<file path="config.mk">
export PLATFORM = sky130hd
export DESIGN_NAME = step_clock_ctrl
export DESIGN_NICKNAME = d
export VERILOG_FILES = /design/src/rtl/step_clock_pkg.sv /design/src/rtl/step_clock_ctrl_debounce.sv /design/src/rtl/step_clock_ctrl.sv
export SDC_FILE = /design/constraint.sdc
export NUM_CORES = 1
export LEC_CHECK = 0
export ABC_CLOCK_PERIOD_IN_PS = 1500
export BUFFER_PORTS_ARGS = -buffer_cell sky130_fd_sc_hd__buf_2
export CORE_MARGIN = 10
export CORE_UTILIZATION = 40
export DETAILED_ROUTE_END_ITERATION = 7
export GPL_TIMING_DRIVEN = 0
export PLACE_DENSITY = 0.73
export SLEW_MARGIN = 20
export SYNTH_ARGS = -nofsm -noshare
export SYNTH_HDL_FRONTEND = slang
export SYNTH_HIERARCHICAL = 1
export SYNTH_SLANG_ARGS = --single-unit
</file>
<file path="constraint.sdc">
create_clock -name clk -period 1.5 [get_ports clk]
set_input_delay 0.15 -clock clk [delete_from_list [all_inputs] [get_ports clk]]
set_output_delay 0.15 -clock clk [all_outputs]
set_load 0.005 [all_outputs]
</file>
<file path="src/rtl/step_clock_pkg.sv">
// rtl/step_clock_pkg.sv - shared state type and parameter defaults for step_clock_ctrl
package step_clock_pkg;

   // Default synchronizer depth for every asynchronous input
   localparam int SYNC_STAGES_DEFAULT     = 2;
   // 10 ms of stable button level at a 27 MHz clk
   localparam int DEBOUNCE_CYCLES_DEFAULT = 270_000;

   // Operating mode of the clock-enable generator
   typedef enum logic [1:0] {
      ST_HALT       = 2'd0,
      ST_RUN        = 2'd1,
      ST_STEP_ARMED = 2'd2
   } state_t;

endpackage

</file>
<file path="src/rtl/step_clock_ctrl_debounce.sv">
// rtl/step_clock_ctrl_debounce.sv - btn_debounce: accepts a new button level after a stable run
module btn_debounce
   import step_clock_pkg::*;
#(
   parameter int DEBOUNCE_CYCLES = DEBOUNCE_CYCLES_DEFAULT
) (
   input  logic clk,
   input  logic rst,
   input  logic i_level,
   output logic o_level,
   output logic o_rise
);

   // Counter only has to reach DEBOUNCE_CYCLES-1; the acceptance happens on that cycle
   localparam int CW = (DEBOUNCE_CYCLES > 1) ? $clog2(DEBOUNCE_CYCLES) : 1;
   localparam logic [CW-1:0] CNT_LAST = CW'(DEBOUNCE_CYCLES - 1);

   logic          r_level;
   logic          r_rise;
   logic [CW-1:0] r_cnt;

   // Count consecutive mismatching samples; any agreeing sample restarts the count
   always_ff @(posedge clk or posedge rst) begin
      if (rst) begin
         r_level <= 1'b0;
         r_rise  <= 1'b0;
         r_cnt   <= '0;
      end else begin
         r_rise <= 1'b0;
         if (i_level == r_level) begin
            r_cnt <= '0;
         end else if (r_cnt == CNT_LAST) begin
            r_level <= i_level;
            r_rise  <= i_level;
            r_cnt   <= '0;
         end else begin
            r_cnt <= r_cnt + CW'(1);
         end
      end
   end

   assign o_level = r_level;
   assign o_rise  = r_rise;

endmodule

</file>
<file path="src/rtl/step_clock_ctrl.sv">
// rtl/step_clock_ctrl.sv - free-run / single-step CPU clock enable; STEP_CLOCK_CYCLE_COUNT_EN adds a cycle counter
module step_clock_ctrl
   import step_clock_pkg::*;
#(
   parameter int SYNC_STAGES     = SYNC_STAGES_DEFAULT,
   parameter int DEBOUNCE_CYCLES = DEBOUNCE_CYCLES_DEFAULT
) (
   input  logic        clk,
   input  logic        rst,
   input  logic        pulse_in,
   input  logic        run_sw,
   input  logic        step_btn,
   output logic        cpu_en,
   output logic        halted,
   output logic [31:0] cycle_cnt
);

   logic [SYNC_STAGES-1:0] r_pulse_sync;
   logic [SYNC_STAGES-1:0] r_run_sync;
   logic [SYNC_STAGES-1:0] r_btn_sync;
   logic [SYNC_STAGES-1:0] r_fill;
   logic                   r_pulse_prev;
   logic                   r_tick;
   state_t                 r_state;

   logic w_pulse_s;
   logic w_run_s;
   logic w_btn_s;
   logic w_sync_valid;
   logic w_btn_level;
   logic w_btn_rise;
   logic w_step_req;

   // Synchronizer chains; r_fill marks when the chain outputs carry real samples
   always_ff @(posedge clk or posedge rst) begin
      if (rst) begin
         r_pulse_sync <= '0;
         r_run_sync   <= '0;
         r_btn_sync   <= '0;
         r_fill       <= '0;
      end else begin
         r_pulse_sync <= {r_pulse_sync[SYNC_STAGES-2:0], pulse_in};
         r_run_sync   <= {r_run_sync[SYNC_STAGES-2:0], run_sw};
         r_btn_sync   <= {r_btn_sync[SYNC_STAGES-2:0], step_btn};
         r_fill       <= {r_fill[SYNC_STAGES-2:0], 1'b1};
      end
   end

   assign w_pulse_s    = r_pulse_sync[SYNC_STAGES-1];
   assign w_run_s      = r_run_sync[SYNC_STAGES-1];
   assign w_btn_s      = r_btn_sync[SYNC_STAGES-1];
   assign w_sync_valid = r_fill[SYNC_STAGES-1];

   // Registered rising-edge detect; history held high until the chain holds real
   // samples so a pulse_in already high at reset release never counts as an edge
   always_ff @(posedge clk or posedge rst) begin
      if (rst) begin
         r_pulse_prev <= 1'b1;
         r_tick       <= 1'b0;
      end else begin
         r_pulse_prev <= w_sync_valid ? w_pulse_s : 1'b1;
         r_tick       <= w_sync_valid & w_pulse_s & ~r_pulse_prev;
      end
   end

   btn_debounce #(
      .DEBOUNCE_CYCLES (DEBOUNCE_CYCLES)
   ) u_btn_debounce (
      .clk     (clk),
      .rst     (rst),
      .i_level (w_btn_s),
      .o_level (w_btn_level),
      .o_rise  (w_btn_rise)
   );

   // The rise pulse is only honoured while the debounced level agrees with it
   assign w_step_req = w_btn_rise & w_btn_level;

   // Mode FSM: decides which ticks become CPU enables; halted follows the next state
   always_ff @(posedge clk or posedge rst) begin
      if (rst) begin
         r_state <= ST_HALT;
         cpu_en  <= 1'b0;
         halted  <= 1'b1;
      end else begin
         cpu_en <= 1'b0;
         case (r_state)
            ST_HALT: begin
               if (w_run_s) begin
                  r_state <= ST_RUN;
                  halted  <= 1'b0;
               end else if (w_step_req) begin
                  r_state <= ST_STEP_ARMED;
                  halted  <= 1'b1;
               end
            end
            ST_RUN: begin
               // A tick coinciding with run_sw dropping is still delivered
               cpu_en <= r_tick;
               if (!w_run_s) begin
                  r_state <= ST_HALT;
                  halted  <= 1'b1;
               end
            end
            ST_STEP_ARMED: begin
               if (w_run_s) begin
                  cpu_en  <= r_tick;
                  r_state <= ST_RUN;
                  halted  <= 1'b0;
               end else if (r_tick) begin
                  cpu_en  <= 1'b1;
                  r_state <= ST_HALT;
                  halted  <= 1'b1;
               end
            end
            default: begin
               r_state <= ST_HALT;
               halted  <= 1'b1;
            end
         endcase
      end
   end

`ifdef STEP_CLOCK_CYCLE_COUNT_EN
   logic [31:0] r_cycle_cnt;

   // Count issued enables one cycle after each pulse; wraps naturally at 2^32
   always_ff @(posedge clk or posedge rst) begin
      if (rst) begin
         r_cycle_cnt <= '0;
      end else if (cpu_en) begin
         r_cycle_cnt <= r_cycle_cnt + 32'd1;
      end
   end

   assign cycle_cnt = r_cycle_cnt;
`else
   assign cycle_cnt = 32'd0;
`endif

endmodule

</file>
==> Yosys cells after proc, flatten, opt, wreduce, memory -nomap -nowiden <==
Cells that the tools add are included.
{ "word_totals": {"n_memories": 0, "output_inout_bits": 34, "wordCells": 48, "regBits": 35, "rom_bits": 0, "mem_bits_rw": 0, "latchBits": 0, "input_bits": 5} }
{ "op_classes": {"multipliers": 0, "magnitude_cmp": 0, "n_reduce_logical": 3, "shift": 0, "n_mux": 20, "n_addsub": 1, "eq_ne": 7, "n_div": 0, "n_bitwise": 5} }
{ "op_table": {"columns": ["cell", "n"], "rows": [
  ["$mux 19", 2],
  ["$add 19x1->19 const B", 1],
  ["$eq 19x19->1 const B", 1],
  ["$mux 1", 10],
  ["$mux 2", 5],
  ["$ne 3x3->1 const B", 2],
  ["$pmux 2 s3", 1],
  ["$and 1x1->1", 3],
  ["$pmux 1 s3", 1],
  ["$reduce_and 3->1", 1],
  ["$eq 2x1->1 const B", 1],
  ["$eq 2x2->1 const B", 1],
  ["$logic_not 2->1", 1],
  ["$ne 2x2->1 const B", 1],
  ["$not 1->1", 2],
  ["$pmux 1 s2", 1],
  ["$reduce_and 2->1", 1],
  ["$eq 1x1->1", 1]
]} }

==> Longest topological paths before layout <==
Gate-level depths: netlist (run 1).
{ "logic_depth": {"depth_word": 4, "ltp_mapped": 7, "mapped_depth_nobuf": 5} }

==> Modules after synthesis <==
The synthesis (run 1) kept the hierarchy.
{ "by_module_without_submodules": {"columns": ["mod", "area_per_inst_um2", "seq_area_each_um2", "instances", "cells_each"], "rows": [
  ["btn_debounce", 1068.5, 525.5, 1, 102],
  ["step_clock_ctrl", 764.5, 352.8, 1, 72]
]} }

==> Least setup slack after synthesis (run 1) <==
Ideal clock, no wire load.
{ "synth_timing": {"kind": "reg2reg", "start": "register u_btn_debounce.r_cnt[0]", "end": "register u_btn_debounce.r_cnt[16]", "period_less_slack_ps": 1525, "path_buffers": 2, "required_time_ps": 1382, "stages_incl_launch_ff": 8, "arrival_ps": 1407, "setup_time_ps": 118, "path_slack_ps": -25, "path_cell_list": "dfrtp_1 > ha_1 > nand3_1 > nor4_1 > a31o_2 > buf_4 > buf_4 > nor2_1"} }
{ "synth_between": {"elab_chain_cells": 3, "elab_cells_between_ends": 4, "classes_between": "add/sub (1); eq/ne (1); mux (2)"} }
{ "synth_rtl": {"columns": ["element", "line_no", "rtl"], "rows": [
  ["start: declaration", "step_clock_ctrl_debounce.sv:20", "logic [CW-1:0] r_cnt;"],
  ["start signal: assignment", "step_clock_ctrl_debounce.sv:37", "r_cnt <= r_cnt + CW'(1);"],
  ["$add 19x1->19 or $eq 19x19->1 (tied branches)", "step_clock_ctrl_debounce.sv:37, step_clock_ctrl_debounce.sv:32", null],
  ["$mux 19 (*)", "step_clock_ctrl_debounce.sv:32", "end else if (r_cnt == CNT_LAST) begin"],
  ["$mux 19 (*)", "step_clock_ctrl_debounce.sv:30", "if (i_level == r_level) begin"]
]} }
Every way passes the cells marked *; elsewhere a longest branch is shown, timed or not.
A chain may end at the register's enable or synchronous reset.

==> Final worst setup path (run 1) <==
{ "layout_timing": {"start": "register u_btn_debounce.r_cnt[0]", "end": "register u_btn_debounce.r_cnt[18]"} }
The elaborated chain is that of the path after synthesis.

==> impl_metrics.json, run 1 <==
{
  "period_needed_ns": 1.48,
  "crit_start": "u_btn_debounce/r_cnt[0]$_DFF_PP0_",
  "vias_per_cell": 4.50,
  "ioPinCount": 39,
  "gp_congestion": 0.795,
  "fmaxAchievable_ghz": 0.675,
  "grt_pass1_vias": 1245,
  "setup_viol": 0,
  "ys_seq_area_share_pct": 47.9,
  "layout_commonest_cell": "buf_4",
  "status": "complete, no violations",
  "syn_inst": 174,
  "cts_buffer_depth": 2,
  "finalWirelength_um": 3530,
  "maxCapViolations": 0,
  "avgSynthCellArea_um2": 10.5,
  "required_ns": 1.73,
  "worstSetupPathType": "register to register",
  "cts_root_buf": "clkbuf_8",
  "ys.flop_type": "dfrtp_1",
  "critical_path.max_stage_delay_ns": 0.43,
  "num_rows": 24,
  "synth_cell_types": 39,
  "async_reset_ff_share_pct": 100,
  "ant_nets": 0,
  "finalNetCount": 244,
  "start_util_pct": 41.8,
  "synth_edf_count": 0,
  "track_usage_pct": 9.27,
  "final_max_slew_viol_count": 0,
  "yosysWarnings": 6,
  "hold_class": "register to register",
  "routedWlPerCell_um": 12.2,
  "die-area_um2": 7690,
  "cts_tree": "built",
  "synth_area_um2": 1830,
  "total_power_uw": 2120,
  "dr.pass1.iters": 4,
  "r2r-start": "u_btn_debounce/r_cnt[0]$_DFF_PP0_",
  "hold_violations": 0,
  "die_h_um": 87.7,
  "arrival_ns": 1.71,
  "overflow": 0,
  "drive_above_1_share_pct": 41.9,
  "crit_chain": "ha_4 -> and4_4 -> nand3_4 -> or3_4 -> a21oi_2",
  "ir_drop_v": 0.000650,
  "period_share_pct": 98.8,
  "power_leakage_uw": 0.00118,
  "clk-insertion-delay-late_ns": 0.30,
  "slowest_stage": "dfrtp_1",
  "antenna_cells": 0,
  "hpwl_um": 2250,
  "final_cell_mix": "43 x buf_4, 33 x conb_1, 30 x dfrtp_1",
  "cts.sinks": 35,
  "power.density_nw_per_um2": 864,
  "die_w_um": 87.7,
  "numPortBuffers": 6,
  "core_area_um2": 4380,
  "start_kind": "register",
  "antenna_found_initial": 0,
  "grt_pass1_wl_um": 5600,
  "endpoint_kind": "register",
  "rsz0062_at_grt": "yes",
  "cts_buffers": 5,
  "area_growth_pct": 33.7,
  "synth-seq-cells": 35,
  "vias": 1296,
  "drc": 0,
  "final_util_pct": 55.9,
  "path_clk_slew_ns": 0.08,
  "drt-initial-drc-count": 67,
  "relSlewSlack_pct": 45.6,
  "grt_max_degree": 22,
  "worst-path-max-fanout": 3,
  "skew_ns": 0.00945,
  "hp-start": "r_btn_sync[0]$_DFF_PP0_",
  "htreeDepth": 2,
  "worst_pin_slew_ns": 0.816
}
worst max-delay path: cells and delay by family, from the launching register on:
| family | cells | cell delay (ns) |
|---|---|---|
| adder cells (fa/ha/maj) | 1 | 0.19 |
| AO/OA/AOI/OAI | 1 | 0.11 |
| AND/OR/NAND/NOR | 3 | 0.70 |
| flip-flops | 1 | 0.43 |
final cells by class:
cell class	instances	area [um2]
fillers	373	1930
clock buffers	5	68.8
well taps	52	65.1
inverters	5	18.8
plain buffers	37	297
repair buffers	24	199
flip-flops and latches	35	882
clock inverters	3	23.8
multi-input cells	127	896
repair_timing:
action / 4_1_cts / 5_1_grt
hold buffers: 4 / 0
gates resized for setup: 12 / 31
pin swaps: 5 / 15
endpoints found under the hold margin: 15 / 0
setup endpoints to repair: 19 / 21
gates cloned: 1 / 0
setup buffers: 6 / 7
flip-flops by register name, summed over array words and instances (netlist names):
| signal | count |
|---|---|
| r_tick | 1 |
| r_run_sync | 2 |
| r_pulse_sync | 2 |
| u_btn_debounce/o_rise | 1 |
| u_btn_debounce/r_cnt | 19 |
| r_btn_sync | 2 |
| u_btn_debounce/o_level | 1 |
| r_fill | 2 |
| r_pulse_prev | 1 |
| halted | 1 |
| cpu_en | 1 |
| r_state | 2 |
synthesized netlist by cell type, types with 3 or more instances:
cell type  count  area (um2)
xor2_1        14         123
dfrtp_1       33         826
and2_1         4        25.0
inv_1          5        18.8
nor2_1        18        67.6
nand2_1        6        22.5
nand3_1        7        35.0
ha_1           4        50.1
nand4_1        7        43.8
a21oi_1        3        15.0
buf_4         35         263
and4_1         5        43.8
o21ai_0        3        15.0
power breakdown:
part           switching, uW  internal (uW)  leakage (uW)  total (uW)
Combinational            170            208      0.000687         378
Clock                    373            332     0.0000408         705
Sequential              34.6            999      0.000454        1030
cell families (layout without fill, tap and decap cells):
family / after synthesis / after routing / synth area share [%]
compound gates: 12 / 12 / 4.44
simple gates: 61 / 61 / 19.7
fa+ha+maj: 4 / 4 / 2.73
xor+xnor: 15 / 15 / 7.17
mux: 2 / 2 / 1.16
other cells: 2 / 33 / 0.410
flops: 35 / 35 / 47.9
buf+inv: 43 / 74 / 16.5
metrics by stage:
step	hold slack, ns	cells	TNS, ns	setup slack [ns]	area (um2)
2_1_floorplan	0.0378	205	0	0.0153	1960
3_3_place_gp	0.208	263	-1.84	-0.170	2050
3_5_place_dp	0.221	263	-2.22	-0.198	2050
4_1_cts	0.361	282	-0.0620	-0.0372	2290
5_1_grt	0.372	288	-0.726	-0.0745	2450
6_report	0.356	288	0	0.0175	2450
metal layers:
layer	track usage, %	vias up	routed length (um)
met5	0	-	0
met4	5.22	0	82
met3	4.64	8	290
met2	14.0	38	1640
met1	10.4	607	1520
li1	-	643	-
worst paths after layout:
kind                            depth (start not counted)  slack (ns)                            endpoint
worst min-delay path                                    0        0.36             r_btn_sync[1]$_DFF_PP0_
worst max-delay path                                    5        0.02  u_btn_debounce/r_cnt[18]$_DFF_PP0_
max in group asynchronous                               3        0.37  u_btn_debounce/r_cnt[14]$_DFF_PP0_
worst min register to register                          0        0.36             r_btn_sync[1]$_DFF_PP0_
min in group asynchronous                               3        0.43             r_btn_sync[0]$_DFF_PP0_
worst max register to register                          5        0.02  u_btn_debounce/r_cnt[18]$_DFF_PP0_
No activity file was read; power rests on OpenSTA's default activity.
==> run 2: changes to the inputs <==
Settings changed: ABC_AREA from default to 1.
==> run 2 against run 1 <==
Via count increased by 5.2%. Die area increased by 2.6%. Setup slack improved by 0.11 ns. Worst hold slack got worse by 0.0064 ns. Synthesized cell count increased by 28%. Combinational power decreased by 6.6%. Global-route usage decreased by 0.62 points. Clock power decreased by 9.2%. Count of clock-buffer cells in the layout increased by 1. Clock skew decreased by 0.0044 ns. Sequential power about the same.
==> impl_metrics.json, run 2 <==
{
  "status": "complete, no violations",
  "drt-initial-drc-count": 28,
  "avgSynthCellArea_um2": 8.54,
  "fill_cells": 425,
  "regMostFlops": "u_btn_debounce/r_cnt",
  "worstSetupPathType": "register to register",
  "finalWirelength_um": 3190,
  "layout_commonest_cell": "nor2_1",
  "arrival_ns": 1.55,
  "routedWlPerCell_um": 9.88,
  "relSlewSlack_pct": 47.7,
  "dr.pass1.iters": 4,
  "swShare_pct": 26.9,
  "cts_buffer_depth": 2,
  "largest_register_ffs": 19,
  "ys_seq_area_share_pct": 46.3,
  "power_frac_clock_pct": 31.4,
  "hp-start": "r_btn_sync[0]$_DFF_PP0_",
  "ioPinCount": 39,
  "die_w_um": 88.8,
  "yosysTopAreaCellShare_pct": 43.6,
  "post_cts_buffers": 0,
  "endpoint_kind": "register",
  "grt_max_degree": 22,
  "synth_area_um2": 1900,
  "place_worst_setup_slack_ns": 0.0615,
  "drc": 0,
  "power_leakage_uw": 0.00114,
  "yosysWarnings": 6,
  "final_max_slew_viol_count": 0,
  "comb_power_share_pct": 17.3,
  "htreeDepth": 2,
  "power.internal_uw": 1490,
  "start_kind": "register",
  "ys_top_cells_by_area": "dfrtp_1 44%, buf_4 13%, nor2_1 7.7%",
  "hpwl_um": 2540,
  "skew_ns": 0.00508,
  "ant_nets": 0,
  "power.density_nw_per_um2": 911,
  "r2r_end": "u_btn_debounce/r_cnt[9]$_DFF_PP0_",
  "required_ns": 1.67,
  "cts_root_buf": "clkbuf_8",
  "r2r-start": "u_btn_debounce/r_cnt[0]$_DFF_PP0_",
  "worstHoldPathCells": 0,
  "grt_pass1_vias": 1239,
  "die_h_um": 88.8,
  "hold_class": "register to register",
  "maxCapViolations": 0,
  "clk-insertion-delay-late_ns": 0.29,
  "synth_cell_types": 23,
  "yosysTopAreaCell": "dfrtp_1",
  "power.switching_uw": 549,
  "reg2reg_slack_ns": 0.12,
  "synth_most_common_cell": "nor2_1",
  "vias_per_cell": 4.22,
  "min_to": "r_btn_sync[1]$_DFF_PP0_",
  "r2r_cells": 7,
  "period_share_pct": 91.8,
  "track_usage_pct": 8.65,
  "ys.flop_type": "dfrtp_1",
  "vias": 1364,
  "numPortBuffers": 6,
  "worst_pin_slew_ns": 0.784,
  "seq_power_share_pct": 51.3,
  "synth_top_cells_by_count": "39 x nor2_1, 33 x dfrtp_1, 32 x buf_4, 32 x nand2_1, 21 x inv_1",
  "period_needed_ns": 1.38,
  "area_growth_pct": 18.3,
  "setup_viol": 0,
  "num_rows": 24,
  "layout_setup_ws_ns": 0.123,
  "gp_congestion": 0.920,
  "hold_violations": 0,
  "core_area_um2": 4470,
  "cts_tree": "built",
  "finalNetCount": 279,
  "path_clk_slew_ns": 0.07,
  "fmaxAchievable_ghz": 0.726,
  "antenna_found_initial": 0,
  "syn_inst": 222,
  "start_util_pct": 42.4,
  "overflow": 0,
  "synth_edf_count": 0,
  "async_reset_ff_share_pct": 100,
  "rsz0062_at_grt": "no",
  "worst-path-max-fanout": 10,
  "synth-seq-cells": 35,
  "setup_tns_ns": 0,
  "drive_above_1_share_pct": 25.1,
  "multi_input_area_um2": 802,
  "ir_drop_v": 0.000693,
  "antenna_cells": 0,
  "grt_pass1_wl_um": 5340,
  "area.sequential_um2": 878,
  "cts_buffers": 5,
  "final_cell_mix": "38 x nor2_1, 33 x conb_1, 33 x dfrtp_1",
  "cts.sinks": 35,
  "die-area_um2": 7890
}
[run 2: power groups by stage]
stage | clock, uW | combinational (uW) | sequential [uW]
final | 640 | 353 | 1050
after detailed placement | 0 | 340 | 1070
after global placement | 0 | 330 | 1060
after global routing | 705 | 417 | 1050
after floorplan | 0 | 272 | 1060
after CTS | 670 | 348 | 1050
[run 2: kinds of logic after synthesis]
| family | share of synthesized area, % |
|---|---|
| simple gates | 25.5 |
| buf+inv | 18.0 |
| flops | 46.3 |
| xor+xnor | 5.08 |
| compound gates | 1.98 |
| fa+ha+maj | 2.64 |
| other cells | 0.396 |
[run 2: cell type report]
class | instances | share of cell area, %
buffer | 33 | 11.2
clock buffer | 6 | 3.24
clock inverter | 2 | 0.558
inverter | 24 | 4.02
multi-input combinational | 161 | 35.8
sequential | 35 | 39.2
tap | 52 | 2.90
timing repair buffer | 10 | 3.13
[run 2: worst max-delay path, cell delays in order (launching register included)]
cell and delay [ns]:
dfrtp_1 0.38, ha_2 0.21, nand3_2 0.13, nor2_2 0.11
nand3_2 0.12, nand2_1 0.11, buf_6 0.15, nor2_1 0.05
[run 2: timing repair]
| action | in CTS | in global routing |
|---|---|---|
| setup endpoints to repair | 0 | 11 |
| resized for setup | 0 | 3 |
| endpoints found under the hold margin | 15 | 0 |
| hold buffers | 4 | 0 |
[run 2: routing by layer]
layer | share of wire, % | global-route usage (%) | wire (um) | vias to the layer above
li1 | - | - | - | 715
met5 | 0 | 0 | 0 | -
met4 | 2.6 | 6.17 | 82 | 0
met1 | 42 | 9.28 | 1340 | 601
met2 | 41 | 13.2 | 1310 | 43
met3 | 14 | 4.14 | 459 | 5
[run 2: through the flow]
stage	power, uW	cell area (um2)	util (%)	hold slack, ns	instances
floorplan	1330	2010	-	0.0378	253
global placement	1390	2110	47.1	0.206	311
detailed placement	1410	2110	47.1	0.215	311
CTS	2070	2230	49.9	0.352	323
global route	2180	2240	50.1	0.361	323
finish	2040	2240	50.1	0.349	323
[run 2: worst max path at each step]
stage | from | to | cells after the start
after floorplan | u_btn_debounce/r_cnt[0]$_DFF_PP0_ | u_btn_debounce/r_cnt[9]$_DFF_PP0_ | 7
after detailed placement | u_btn_debounce/r_cnt[0]$_DFF_PP0_ | u_btn_debounce/r_cnt[9]$_DFF_PP0_ | 7
after global placement | u_btn_debounce/r_cnt[0]$_DFF_PP0_ | u_btn_debounce/r_cnt[9]$_DFF_PP0_ | 7
after global routing | u_btn_debounce/r_cnt[0]$_DFF_PP0_ | u_btn_debounce/r_cnt[18]$_DFF_PP0_ | 8
final | u_btn_debounce/r_cnt[0]$_DFF_PP0_ | u_btn_debounce/r_cnt[9]$_DFF_PP0_ | 7
after CTS | u_btn_debounce/r_cnt[0]$_DFF_PP0_ | u_btn_debounce/r_cnt[9]$_DFF_PP0_ | 7
